<file path="src/rtl/ddfs_pkg.sv">
// Shared constants and types for the quarter-wave DDFS.
package ddfs_pkg;

  // Default geometry: 24-bit phase, 1024-entry full wave, 12-bit signed output.
  localparam int DEF_PHASE_W = 24;
  localparam int DEF_ADDR_W  = 10;
  localparam int DEF_DATA_W  = 12;

  // Quadrant bit roles: bit 0 mirrors the table index, bit 1 negates the sample.
  localparam int QUAD_MIRROR_BIT = 0;
  localparam int QUAD_NEGATE_BIT = 1;

  localparam real QW_PI = 3.14159265358979323846;

  // Frequency word update policy.
  typedef enum logic {
    UPD_IMMEDIATE = 1'b0,
    UPD_AT_WRAP   = 1'b1
  } upd_mode_e;

  // Frequency update handshake state.
  typedef enum logic {
    ST_IDLE = 1'b0,
    ST_PEND = 1'b1
  } upd_state_e;

endpackage

</file>
<file path="src/rtl/ddfs_qrom.sv">
// Quarter-wave sine table, 2^(ADDR_W-2) unsigned entries of DATA_W-1 bits,
// one-cycle registered read. Entry k holds
// round((2^(DATA_W-1)-1) * sin(2*pi*(k+0.5)/2^ADDR_W)); the half-step offset keeps
// every entry strictly positive so the top can negate without overflow.
// The contents are elaborated from that formula; they are the same values that
// ROM_FILE carries for flows that prefer a memory init file.
module ddfs_qrom
  import ddfs_pkg::*;
#(
  parameter int ADDR_W   = DEF_ADDR_W,
  parameter int DATA_W   = DEF_DATA_W,
  parameter     ROM_FILE = "rom_qw.dat"
) (
  input  logic              clk,
  input  logic              rst_n,
  input  logic [ADDR_W-3:0] addr,
  output logic [DATA_W-2:0] data
);

  localparam int QADDR_W = ADDR_W - 2;
  localparam int DEPTH   = 1 << QADDR_W;
  localparam int ENTRY_W = DATA_W - 1;

  // File name is informational only; see header.
  localparam bit unused_rom_file = |ROM_FILE;

  logic [ENTRY_W-1:0] rom_mem [DEPTH];
  logic [ENTRY_W-1:0] data_reg;

  function automatic logic [ENTRY_W-1:0] qw_entry(input int k);
    real amp;
    real ang;
    int  v;
    amp = real'((1 << (DATA_W - 1)) - 1);
    ang = 2.0 * QW_PI * (real'(k) + 0.5) / real'(1 << ADDR_W);
    v   = $rtoi(amp * $sin(ang) + 0.5);
    return v[ENTRY_W-1:0];
  endfunction

  genvar gi;
  generate
    for (gi = 0; gi < DEPTH; gi++) begin : g_tbl
      assign rom_mem[gi] = qw_entry(gi);
    end
  endgenerate

  // Registered table read.
  always_ff @(posedge clk) begin
    if (!rst_n) data_reg <= '0;
    else        data_reg <= rom_mem[addr];
  end

  assign data = data_reg;

endmodule

</file>
<file path="src/rtl/ddfs_qw.sv">
// Direct digital frequency synthesiser with quarter-wave table.
// Phase accumulator -> phase offset -> quadrant fold -> table -> sign restore.
// Sample from the accumulator value present during an en=1 cycle appears on dout
// three cycles later. Frequency words go through a one-deep pending register and
// are applied either immediately or on the next accumulator wrap.
module ddfs_qw
  import ddfs_pkg::*;
#(
  parameter int PHASE_W  = DEF_PHASE_W,
  parameter int ADDR_W   = DEF_ADDR_W,
  parameter int DATA_W   = DEF_DATA_W,
  parameter     ROM_FILE = "rom_qw.dat"
) (
  input  logic                     clk,
  input  logic                     rst_n,
  input  logic                     en,
  input  logic                     sync_clr,
  input  logic                     update_mode,
  input  logic [PHASE_W-1:0]       fcw_in,
  input  logic                     fcw_valid,
  output logic                     fcw_ready,
  input  logic [PHASE_W-1:0]       phase_off,
  output logic signed [DATA_W-1:0] dout,
  output logic                     dout_valid
);

  localparam int QADDR_W = ADDR_W - 2;

  logic [PHASE_W-1:0] acc_reg;
  logic [PHASE_W-1:0] fcw_q_reg;
  logic [PHASE_W-1:0] pending_reg;
  upd_state_e         state_reg;
  logic               fcw_ready_reg;

  logic [PHASE_W:0]   acc_sum;
  logic               carry;
  logic [PHASE_W-1:0] phase;
  logic [ADDR_W-1:0]  addr;
  logic [1:0]         quad;
  logic [QADDR_W-1:0] qidx;
  logic [QADDR_W-1:0] tbl_idx;
  logic               unused_phase_lo;

  logic [QADDR_W-1:0] tbl_idx_s1_reg;
  logic               neg_s1_reg;
  logic               vld_s1_reg;
  logic               neg_s2_reg;
  logic               vld_s2_reg;
  logic [DATA_W-2:0]  rom_data;
  logic signed [DATA_W-1:0] entry_ext;
  logic signed [DATA_W-1:0] dout_reg;
  logic               dout_valid_reg;

  // Carry is only meaningful on an advancing, non-clearing cycle.
  assign acc_sum = {1'b0, acc_reg} + {1'b0, fcw_q_reg};
  assign carry   = en & ~sync_clr & acc_sum[PHASE_W];

  // Phase decode: top ADDR_W bits form the full-wave address.
  assign phase   = acc_reg + phase_off;
  assign addr    = phase[PHASE_W-1 -: ADDR_W];
  assign quad    = addr[ADDR_W-1 -: 2];
  assign qidx    = addr[QADDR_W-1:0];
  // (2^QADDR_W - 1) - i is just the bitwise complement of i.
  assign tbl_idx = quad[QUAD_MIRROR_BIT] ? ~qidx : qidx;
  assign unused_phase_lo = ^phase[PHASE_W-ADDR_W-1:0];

  // Phase accumulator; sync_clr wins over en.
  always_ff @(posedge clk) begin
    if (!rst_n)        acc_reg <= '0;
    else if (sync_clr) acc_reg <= '0;
    else if (en)       acc_reg <= acc_sum[PHASE_W-1:0];
  end

  // Frequency word handshake: capture into pending, apply now or at wrap.
  always_ff @(posedge clk) begin
    if (!rst_n) begin
      state_reg     <= ST_IDLE;
      pending_reg   <= '0;
      fcw_q_reg     <= '0;
      fcw_ready_reg <= 1'b1;
    end else begin
      case (state_reg)
        ST_IDLE: begin
          if (fcw_valid) begin
            pending_reg   <= fcw_in;
            state_reg     <= ST_PEND;
            fcw_ready_reg <= 1'b0;
          end
        end
        ST_PEND: begin
          if (sync_clr || (update_mode == UPD_IMMEDIATE) || carry) begin
            fcw_q_reg     <= pending_reg;
            state_reg     <= ST_IDLE;
            fcw_ready_reg <= 1'b1;
          end
        end
        default: begin
          state_reg     <= ST_IDLE;
          fcw_ready_reg <= 1'b1;
        end
      endcase
    end
  end

  // Stage 1: folded table index, sign flag and sample-issue flag.
  always_ff @(posedge clk) begin
    if (!rst_n) begin
      tbl_idx_s1_reg <= '0;
      neg_s1_reg     <= 1'b0;
      vld_s1_reg     <= 1'b0;
    end else begin
      tbl_idx_s1_reg <= tbl_idx;
      neg_s1_reg     <= quad[QUAD_NEGATE_BIT];
      vld_s1_reg     <= en;
    end
  end

  ddfs_qrom #(
    .ADDR_W   (ADDR_W),
    .DATA_W   (DATA_W),
    .ROM_FILE (ROM_FILE)
  ) u_qrom (
    .clk   (clk),
    .rst_n (rst_n),
    .addr  (tbl_idx_s1_reg),
    .data  (rom_data)
  );

  // Stage 2: sign and valid travel alongside the registered table read.
  always_ff @(posedge clk) begin
    if (!rst_n) begin
      neg_s2_reg <= 1'b0;
      vld_s2_reg <= 1'b0;
    end else begin
      neg_s2_reg <= neg_s1_reg;
      vld_s2_reg <= vld_s1_reg;
    end
  end

  assign entry_ext = signed'({1'b0, rom_data});

  // Stage 3: restore sign; dout only moves when a sample is issued.
  always_ff @(posedge clk) begin
    if (!rst_n) begin
      dout_reg       <= '0;
      dout_valid_reg <= 1'b0;
    end else begin
      dout_valid_reg <= vld_s2_reg;
      if (vld_s2_reg) dout_reg <= neg_s2_reg ? -entry_ext : entry_ext;
    end
  end

  assign dout       = dout_reg;
  assign dout_valid = dout_valid_reg;
  assign fcw_ready  = fcw_ready_reg;

endmodule

</file>
<file path="config.mk">
export PLATFORM = sky130hd
export DESIGN_NAME = ddfs_qw
export DESIGN_NICKNAME = d
export VERILOG_FILES = /design/src/rtl/ddfs_pkg.sv /design/src/rtl/ddfs_qrom.sv /design/src/rtl/ddfs_qw.sv
export SDC_FILE = /design/constraint.sdc
export NUM_CORES = 1
export LEC_CHECK = 0
export CAP_MARGIN = 40
export CELL_PAD_IN_SITES_DETAIL_PLACEMENT = 0
export CELL_PAD_IN_SITES_GLOBAL_PLACEMENT = 2
export CORE_MARGIN = 2
export CORE_UTILIZATION = 38
export CTS_CLUSTER_SIZE = 24
export DETAILED_ROUTE_END_ITERATION = 10
export PLACE_DENSITY_LB_ADDON = 0.12
export SYNTH_ARGS = -nofsm -noshare
export SYNTH_HDL_FRONTEND = slang
export SYNTH_SLANG_ARGS = --single-unit
</file>
<file path="constraint.sdc">
create_clock -name clk -period 8.13 [get_ports clk]
set_input_delay 1.626 -clock clk [delete_from_list [all_inputs] [get_ports clk]]
set_output_delay 1.626 -clock clk [all_outputs]
set_load 0.01 [all_outputs]
</file>
==> impl_metrics.ini, run 1 <==
[status]
outcome = completed

[floorplanning]
die_h_um = 158.0
core_area_sq_um = 23400
num_rows = 56
ioPinCount = 68
initial_utilization_pct = 38.53
die_area_sq_um = 24980
die_x_um = 158.0

[timing]
skew_ns = 0.01119
hold_violations = 0
tns_ns = 0
slew_headroom_pct = 41.52
min_period_ns = 4.056
setup_violations = 0
rsz0062_at_grt = false
maxSlewViolCount = 0
period_share_pct = 49.88
max_freq_ghz = 0.2466
timing.hold.ws_ns = 0.4490
fin_ws_ns = 4.075
tightestPinTransition_ns = 0.8740

[power_and_ir_drop]
ir_worst_vdd_uv = 89.52
p_leak_nw = 4.058
power_mw = 1.461
power_density_nw_per_um2 = 143.5

[job]
maxCapViolations = 0

[placement]
post-place-ws_ns = 3.667
numPortBuffers = 67
hpwl_mm = 21.21
place_congestion = 0.8875

[yosys]
synthDistinctLibCells = 79
synthTopCellsByArea = dfxtp_1 24%, ha_1 8.5%, a21oi_1 5.5%
postSynth.asyncResetShare_pct = 0
ys_warn_count = 0
synth_nets = 1314
synth_cells = 1198
synth_seq_cells = 110
synth_largest_area_cell = dfxtp_1
postSynthAreaPerCell_sq_um = 7.527
synth_area_sq_um = 9017
yosysTopAreaCellShare_pct = 24.42
synth_flop_cell = dfxtp_1
synth_edf_count = 0
ys_seq_area_share_pct = 24.42

[grt]
grt_max_degree = 82
grt_pass1_wl_mm = 47.38
grt_antenna_before_repair = 0
track_usage_pct = 23.92
grt_pass1_vias = 8694
gr-total-overflow = 0

[clocking]
cts_resized = 0
postCtsSetupBuffers = 0
clk_pin_slew_ns = 0.07
cts_root_buffer = clkbuf_16
cts_tree = built
clk_latency_ns = 0.36
cts.sinks = 110
clockBufferDepth = 2
h-tree-depth = 3
cts_buffers = 9
ctsHoldBuffers = 0

[layout]
drive_above_1_share_pct = 6.323
syn2layout_area_growth_pct = 12.93
antenna_cells = 0
nets = 1313
fillers = 2443

[drt]
first_pass_iters = 6
wire_per_inst_um = 19.62
drtAntennaViolNets = 0
drt_iter0_markers = 739
viasPerCell = 5.984
num_vias = 9102
routed_wl_mm = 29.84
drc = 0

[setup_path]
cp.required_ns = 8.40
end_kind = flip-flop
worstPathMaxFanout = 5
path_cells = clkdlybuf4s50_1, ha_1, a211oi_2, nor2_1, o31ai_2, a21o_1, o2111ai_2, a311o_1, a211o_1, a21oi_1
cp.arrival_ns = 4.33
cpPeakStageDelay_ns = 0.45
crit_type = input pin to flip-flop
cp-start-kind = input pin
cpMaxStageDelayCell = o31ai_2

[hold_path]
hold_class = flip-flop to flip-flop
==> worst max-delay path, delay by kind of cell <==
family / cells / cell delay (ns)
buffers and inverters: 1 / 0.41
AOI/OAI and AO/OA: 7 / 1.88
adders and majority gates: 1 / 0.32
and+or+nand+nor: 1 / 0.08
==> cell usage after synthesis, types with 5 or more instances <==
library cell	n
nor3_1	30
buf_1	9
nand4_1	7
buf_4	5
a21o_1	21
o21ai_0	81
o2111ai_1	27
a211oi_1	29
nor2b_1	16
xnor2_1	16
o31ai_1	5
o21bai_1	7
nand2b_1	10
and2_1	9
clkinv_1	5
nor2_1	105
or3_1	19
nand2_1	118
nand3b_1	5
nand3_1	72
o21a_1	6
xor2_1	15
o211ai_1	19
a32oi_1	28
mux4_2	8
and3_1	30
ha_1	61
a21oi_1	99
mux2i_1	18
dfxtp_1	110
a31oi_1	19
inv_1	18
o311ai_0	7
buf_2	19
clkbuf_1	67
==> final cells by class <==
cell class	count	area [sq um]	area share, %
Inverter	24	90.09	0.8846
Tap cell	319	399.1	3.919
Clock buffer	10	239.0	2.347
Clock inverter	6	51.30	0.5037
Multi-Input combinational cell	962	6284	61.70
Timing Repair Buffer	90	914.6	8.981
Sequential cell	110	2206	21.66
==> cells by family (layout without fill, tap and decap cells) <==
logic type               after synthesis  after routing  share of synthesized area, %
AND/OR/NAND/NOR                      440            440                         23.20
AO/OA/AOI/OAI                        398            398                         29.76
buffers and inverters                126            130                         5.925
flip-flops                           110            110                         24.42
adder cells (fa/ha/maj)               62             62                         8.686
XOR/XNOR                              34             34                         3.760
multiplexers                          28             28                         4.246
==> layout by cell type (no fill, tap or decap), types with 16 or more instances in the layout <==
cell | netlist | final
xnor2_1 | 16 | 16
o21ai_0 | 81 | 81
and3_1 | 30 | 30
inv_1 | 18 | 17
o211ai_1 | 19 | 19
a21oi_1 | 99 | 99
a211oi_1 | 29 | 29
dfxtp_1 | 110 | 107
or3_1 | 19 | 19
o2111ai_1 | 27 | 27
nand3_1 | 72 | 72
a31oi_1 | 19 | 19
nor2_1 | 105 | 105
a32oi_1 | 28 | 28
clkdlybuf4s50_1 | 0 | 66
mux2i_1 | 18 | 18
a21o_1 | 21 | 21
nand2_1 | 118 | 118
ha_1 | 61 | 61
nor3_1 | 30 | 30
==> path summary, 6_finish.rpt <==
path,start,to,slack (ns),cells past startpoint
min,vld_s1_reg,vld_s2_reg,0.45,1
min reg2reg,vld_s1_reg,vld_s2_reg,0.45,1
max,phase_off[5],tbl_idx_s1_reg[6],4.07,10
max reg2reg,tbl_idx_s1_reg[4],u_qrom.data[0],4.32,7
==> power by group <==
part / switching, mW / total, mW / internal [mW] / leakage [nW]
registers: 0.0217 / 0.587 / 0.565 / 0.900
logic: 0.265 / 0.430 / 0.166 / 3.01
clock network: 0.222 / 0.444 / 0.222 / 0.145
total: 0.508 / 1.46 / 0.953 / 4.06
==> stage by stage <==
stage	area [sq um]	util, %	std cells
after floorplan	9017	-	1198
after global routing	10180	43.51	1521
after global placement	9742	41.63	1495
after detailed placement	9893	42.27	1505
after CTS	10180	43.51	1521
final	10180	43.51	1521
==> metal layers <==
metal  routed length (um)  track usage (%)
met5                    0                0
met4                 1063            9.138
met3                 1437            3.559
met2                14330            41.26
met1                13010            30.07
Power figures use the tool's default switching activity.
==> run 2: changes to the inputs <==
--- a/config.mk
+++ b/config.mk
@@ -9,7 +9,7 @@
 export CELL_PAD_IN_SITES_DETAIL_PLACEMENT = 0
 export CELL_PAD_IN_SITES_GLOBAL_PLACEMENT = 2
 export CORE_MARGIN = 2
-export CORE_UTILIZATION = 38
+export CORE_UTILIZATION = 35
 export CTS_CLUSTER_SIZE = 24
 export DETAILED_ROUTE_END_ITERATION = 10
 export PLACE_DENSITY_LB_ADDON = 0.12
==> constraint.sdc (replaced) <==
create_clock -name clk -period 3.82 [get_ports clk]
set_input_delay 0.764 -clock clk [delete_from_list [all_inputs] [get_ports clk]]
set_output_delay 0.764 -clock clk [all_outputs]
set_load 0.01 [all_outputs]
==> run 2 against run 1 <==
Net effect: clock skew is 0.0011 ns lower; global-route usage fell by 1.3 points; final cell count is 1.5% higher; critical endpoint is now tbl_idx_s1_reg[3]; largest power group unchanged.
==> impl_metrics.ini, run 2 (same netlist as run 1, synthesis figures left out) <==
[timing]
tns_ns = 0
setup_violations = 0
slew_headroom_pct = 43.17
min_period_ns = 3.099
rsz0062_at_grt = false
max_freq_ghz = 0.3227
maxSlewViolCount = 0
timing.hold.ws_ns = 0.4416
tightestPinTransition_ns = 0.8513
skew_ns = 0.01011
period_share_pct = 81.13
hold_violations = 0

[setup_path]
crit_type = input pin to flip-flop
worstPathMaxFanout = 10
cp.required_ns = 4.09
regToRegSetupSlack_ns = 0.84
end_kind = flip-flop
cp-start-kind = input pin
cp.arrival_ns = 3.37
timing.rr.start = acc_reg[0]
crit_path_start = phase_off[5]

[clocking]
ctsHoldBuffers = 0
cts_buffers = 9
h-tree-depth = 3
clockBufferDepth = 2
cts_resized = 0
cts_root_buffer = clkbuf_16
clk_pin_slew_ns = 0.08
cts_tree = built
cts.sinks = 110
clk_latency_ns = 0.36
postCtsSetupBuffers = 0

[hold_path]
hold_path_startpoint = vld_s1_reg
hold_class = flip-flop to flip-flop

[floorplanning]
die_area_sq_um = 27060
initial_utilization_pct = 35.71
die_x_um = 164.5
core_area_sq_um = 25250
num_rows = 58
die_h_um = 164.5
ioPinCount = 68

[grt]
grt_antenna_before_repair = 0
track_usage_pct = 22.60
grt_max_degree = 79
gr-total-overflow = 0
grt_pass1_vias = 8470
grt_pass1_wl_mm = 47.84

[power_and_ir_drop]
power_mw = 3.166
p_leak_nw = 4.101
power_density_nw_per_um2 = 308.6
ir_worst_vdd_uv = 237.0

[placement]
hpwl_mm = 22.23
post-place-cells = 1528
numPortBuffers = 67
place_congestion = 0.8734

[drt]
wire_per_inst_um = 20.08
routed_wl_mm = 31.01
drt_iter0_markers = 853
viasPerCell = 5.922
num_vias = 9144
first_pass_iters = 5
drtAntennaViolNets = 0
drc = 0

[status]
outcome = completed

[layout]
antenna_cells = 0
syn2layout_area_growth_pct = 13.78
nets = 1325
stdcell_count = 1544
final_cell_mix = 118 x nand2_1, 107 x dfxtp_1, 105 x nor2_1
drive_above_1_share_pct = 7.249
final_common_cell = nand2_1

[job]
maxCapViolations = 0
==> run 2: cell count changes in the layout (fill, tap and decap cells not counted) <==
cell | previous run | this run
buf_4 | 14 | 32
buf_8 | 7 | 1
buf_6 | 1 | 0
clkinv_2 | 1 | 0
inv_6 | 2 | 5
clkinv_4 | 2 | 0
inv_8 | 1 | 0
buf_12 | 0 | 1
clkinv_8 | 0 | 1
==> run 2: final timing paths <==
kind	depth (start not counted)	end
worst max-delay path	11	tbl_idx_s1_reg[3]
worst min-delay path	1	vld_s2_reg
worst max register to register	11	state_reg
worst min register to register	1	vld_s2_reg
==> run 2: layer usage <==
metal,vias to the layer above,routed length [um],global-route usage [%]
met3,51,1530,3.189
met5,-,0,0
met4,0,878,7.352
met1,4319,13310,28.47
li1,4507,-,-
met2,267,15290,39.65
==> run 2: area by class of cell <==
type                    instances  area [sq um]
well taps                     330         412.9
fillers                      2701         14990
clock inverters                 6         60.06
inverters                      24         90.09
repair buffers                102         968.4
multi-input cells             962          6284
flip-flops and latches        110          2206
clock buffers                  10         239.0
==> run 2: through the flow <==
stage	util [%]	area (sq um)	setup slack (ns)
4_1_cts	40.63	10260	0.7208
5_1_grt	40.63	10260	0.4783
3_3_place_gp	39.27	9918	0.4121
3_5_place_dp	39.44	9961	0.3783
2_1_floorplan	-	9017	1.039
6_report	40.63	10260	0.7207
==> run 2: report_power, final <==
| group | internal (mW) | leakage, nW | switching, mW |
|---|---|---|---|
| logic | 0.366 | 3.05 | 0.566 |
| registers | 1.20 | 0.900 | 0.0573 |
| clock network | 0.480 | 0.148 | 0.494 |
==> run 2: worst max-delay path: stages <==
cell,delay (ns)
clkdlybuf4s50_1,0.41
ha_1,0.33
a211oi_2,0.23
nor2_1,0.09
o31ai_2,0.21
buf_4,0.17
a31oi_2,0.14
o21ai_2,0.21
a21oi_1,0.24
or3_1,0.44
a21oi_1,0.15
==> run 3: changes to the inputs <==
==> constraint.sdc (replaced) <==
create_clock -name clk -period 3 [get_ports clk]
set_input_delay 0.6 -clock clk [delete_from_list [all_inputs] [get_ports clk]]
set_output_delay 0.6 -clock clk [all_outputs]
set_load 0.01 [all_outputs]
==> run 3 against run 2 <==
Net effect: clock skew up 0.0034 ns; cell area rose by 2.6%; sequential share of layout area decreased by 0.55 points.
==> impl_metrics.ini, run 3 (same netlist as run 1, synthesis figures left out) <==
[power_and_ir_drop]
power.share.sequential_pct = 39.5
ir_worst_vdd_uv = 220.9
switching_share_pct = 35.16
power_density_nw_per_um2 = 385.6
pwr-share-comb_pct = 30.5
power.internal_mw = 2.632
p_sw_mw = 1.427
pwr-share-clk_pct = 30.0
p_leak_nw = 4.252

[drt]
wire_per_inst_um = 20.28
drt_iter0_markers = 723
drtAntennaViolNets = 0
drc = 0
routed_wl_mm = 31.88
first_pass_iters = 5
viasPerCell = 5.909
num_vias = 9289

[floorplanning]
core_area_sq_um = 25250
num_rows = 58
die_h_um = 164.5
die_area_sq_um = 27060
die_x_um = 164.5
initial_utilization_pct = 35.71
ioPinCount = 68

[layout]
nets = 1353
multi_input_area_sq_um = 6309
seq_area_sq_um = 2206
fillers = 2674
final_common_cell = nand2_1
final_cell_mix = 118 x nand2_1, 107 x dfxtp_1, 105 x nor2_1
antenna_cells = 0
syn2layout_area_growth_pct = 16.76
drive_above_1_share_pct = 9.501

[clocking]
cts_buffers = 9
h-tree-depth = 3
cts.sinks = 110
clk_latency_ns = 0.36
clk_pin_slew_ns = 0.08
ctsHoldBuffers = 0
clockBufferDepth = 2
cts_root_buffer = clkbuf_16
cts_tree = built

[hold_path]
hold_class = flip-flop to flip-flop
hold_path_startpoint = vld_s1_reg

[setup_path]
cp.required_ns = 3.28
path_cells = clkdlybuf4s50_1, ha_4, a211oi_2, nor2_1, o31ai_2, buf_4, a31oi_4, o21a_1, or3_1, a211o_1, a21oi_2
cpPeakStageDelay_ns = 0.50
rr_worst_depth = 11
timing.rr.start = acc_reg[0]
crit_type = input pin to flip-flop
cp.arrival_ns = 3.13
crit_path_start = phase_off[5]
cp-start-kind = input pin
critPathBufInv = 2
end_kind = flip-flop
cpMaxStageDelayCell = clkdlybuf4s50_1
worstSetupEndpoint = tbl_idx_s1_reg[4]
worstPathMaxFanout = 3
regToRegSetupSlack_ns = 0.17
reg2reg_to = state_reg
cp_top_family = compound AO/OA/AOI/OAI gates
cp.depth = 11

[timing]
skew_ns = 0.01347
rsz0062_at_grt = false
timing.hold.ws_ns = 0.4476
slew_headroom_pct = 46.73
tns_ns = 0
period_share_pct = 94.82
hold_violations = 0
min_period_ns = 2.845
maxSlewViolCount = 0
max_freq_ghz = 0.3516
tightestPinTransition_ns = 0.7980
setup_violations = 0

[grt]
gr-total-overflow = 0
grt_pass1_vias = 8788
track_usage_pct = 23.37
grt_pass1_wl_mm = 49.68
grt_antenna_before_repair = 0
grt_max_degree = 81

[placement]
hpwl_mm = 23.17
place_congestion = 0.9016
numPortBuffers = 67

[job]
maxCapViolations = 0

[status]
outcome = completed
## run 3: metal layers
| layer | global-route usage (%) | up-vias | wire length [um] |
|---|---|---|---|
| li1 | - | 4551 | - |
| met1 | 30.23 | 4388 | 13980 |
| met2 | 39.90 | 293 | 15370 |
| met3 | 3.014 | 57 | 1541 |
| met4 | 8.340 | 0 | 984 |
| met5 | 0 | - | 0 |
## run 3: power by group through the flow
stage          combinational [mW]  sequential (mW)  clock (mW)
3_5_place_dp                 1.22             1.64           0
4_1_cts                      1.22             1.60        1.26
5_1_grt                      1.34             1.61        1.32
6_report                     1.24             1.60        1.22
2_1_floorplan               0.785             1.61           0
3_3_place_gp                 1.23             1.64           0
## run 3: metrics by stage
step	setup slack (ns)	cells	instance area, sq um	power, mW	utilization [%]
6_report	0.1555	1572	10530	4.060	41.69
5_1_grt	0.009167	1572	10530	4.276	41.69
4_1_cts	0.08622	1572	10510	4.084	41.61
3_5_place_dp	-0.3996	1556	10210	2.852	40.44
2_1_floorplan	0.2647	1198	9017	2.396	-
3_3_place_gp	-0.2893	1555	10200	2.867	40.38
## run 3: worst min-delay path by stage
stage	endpoint	slack, ns	cells past startpoint
global placement	vld_s2_reg	0.42	1
floorplan	neg_s2_reg	0.41	1
finish	vld_s2_reg	0.45	1
global route	vld_s2_reg	0.47	1
detailed placement	vld_s2_reg	0.43	1
CTS	vld_s2_reg	0.45	1
## run 3: worst reg2reg max path, stage by stage, from the launching register on
cell and delay, ns:
dfxtp_1 0.36, ha_1 0.24, fa_1 0.41, a21o_1 0.19, a21oi_1 0.33, o211ai_2 0.16, nand4_1 0.16, o221a_2 0.25
o21a_1 0.20, buf_4 0.19, o211ai_1 0.11, a21oi_1 0.16
## run 3: layout make-up
| cell class | count | area share [%] |
|---|---|---|
| Tap cell | 330 | 3.922 |
| Clock buffer | 10 | 2.270 |
| Timing Repair Buffer | 130 | 11.60 |
| Sequential cell | 110 | 20.95 |
| Clock inverter | 6 | 0.4872 |
| Multi-Input combinational cell | 962 | 59.92 |
| Inverter | 24 | 0.8556 |
## run 3: repair_timing
| action | CTS | global route |
|---|---|---|
| hold endpoints to repair | 0 | 0 |
| gates resized for setup | 1 | 3 |
| pin swaps | 0 | 5 |
| setup endpoints to repair | 2 | 6 |
| setup buffers | 0 | 0 |
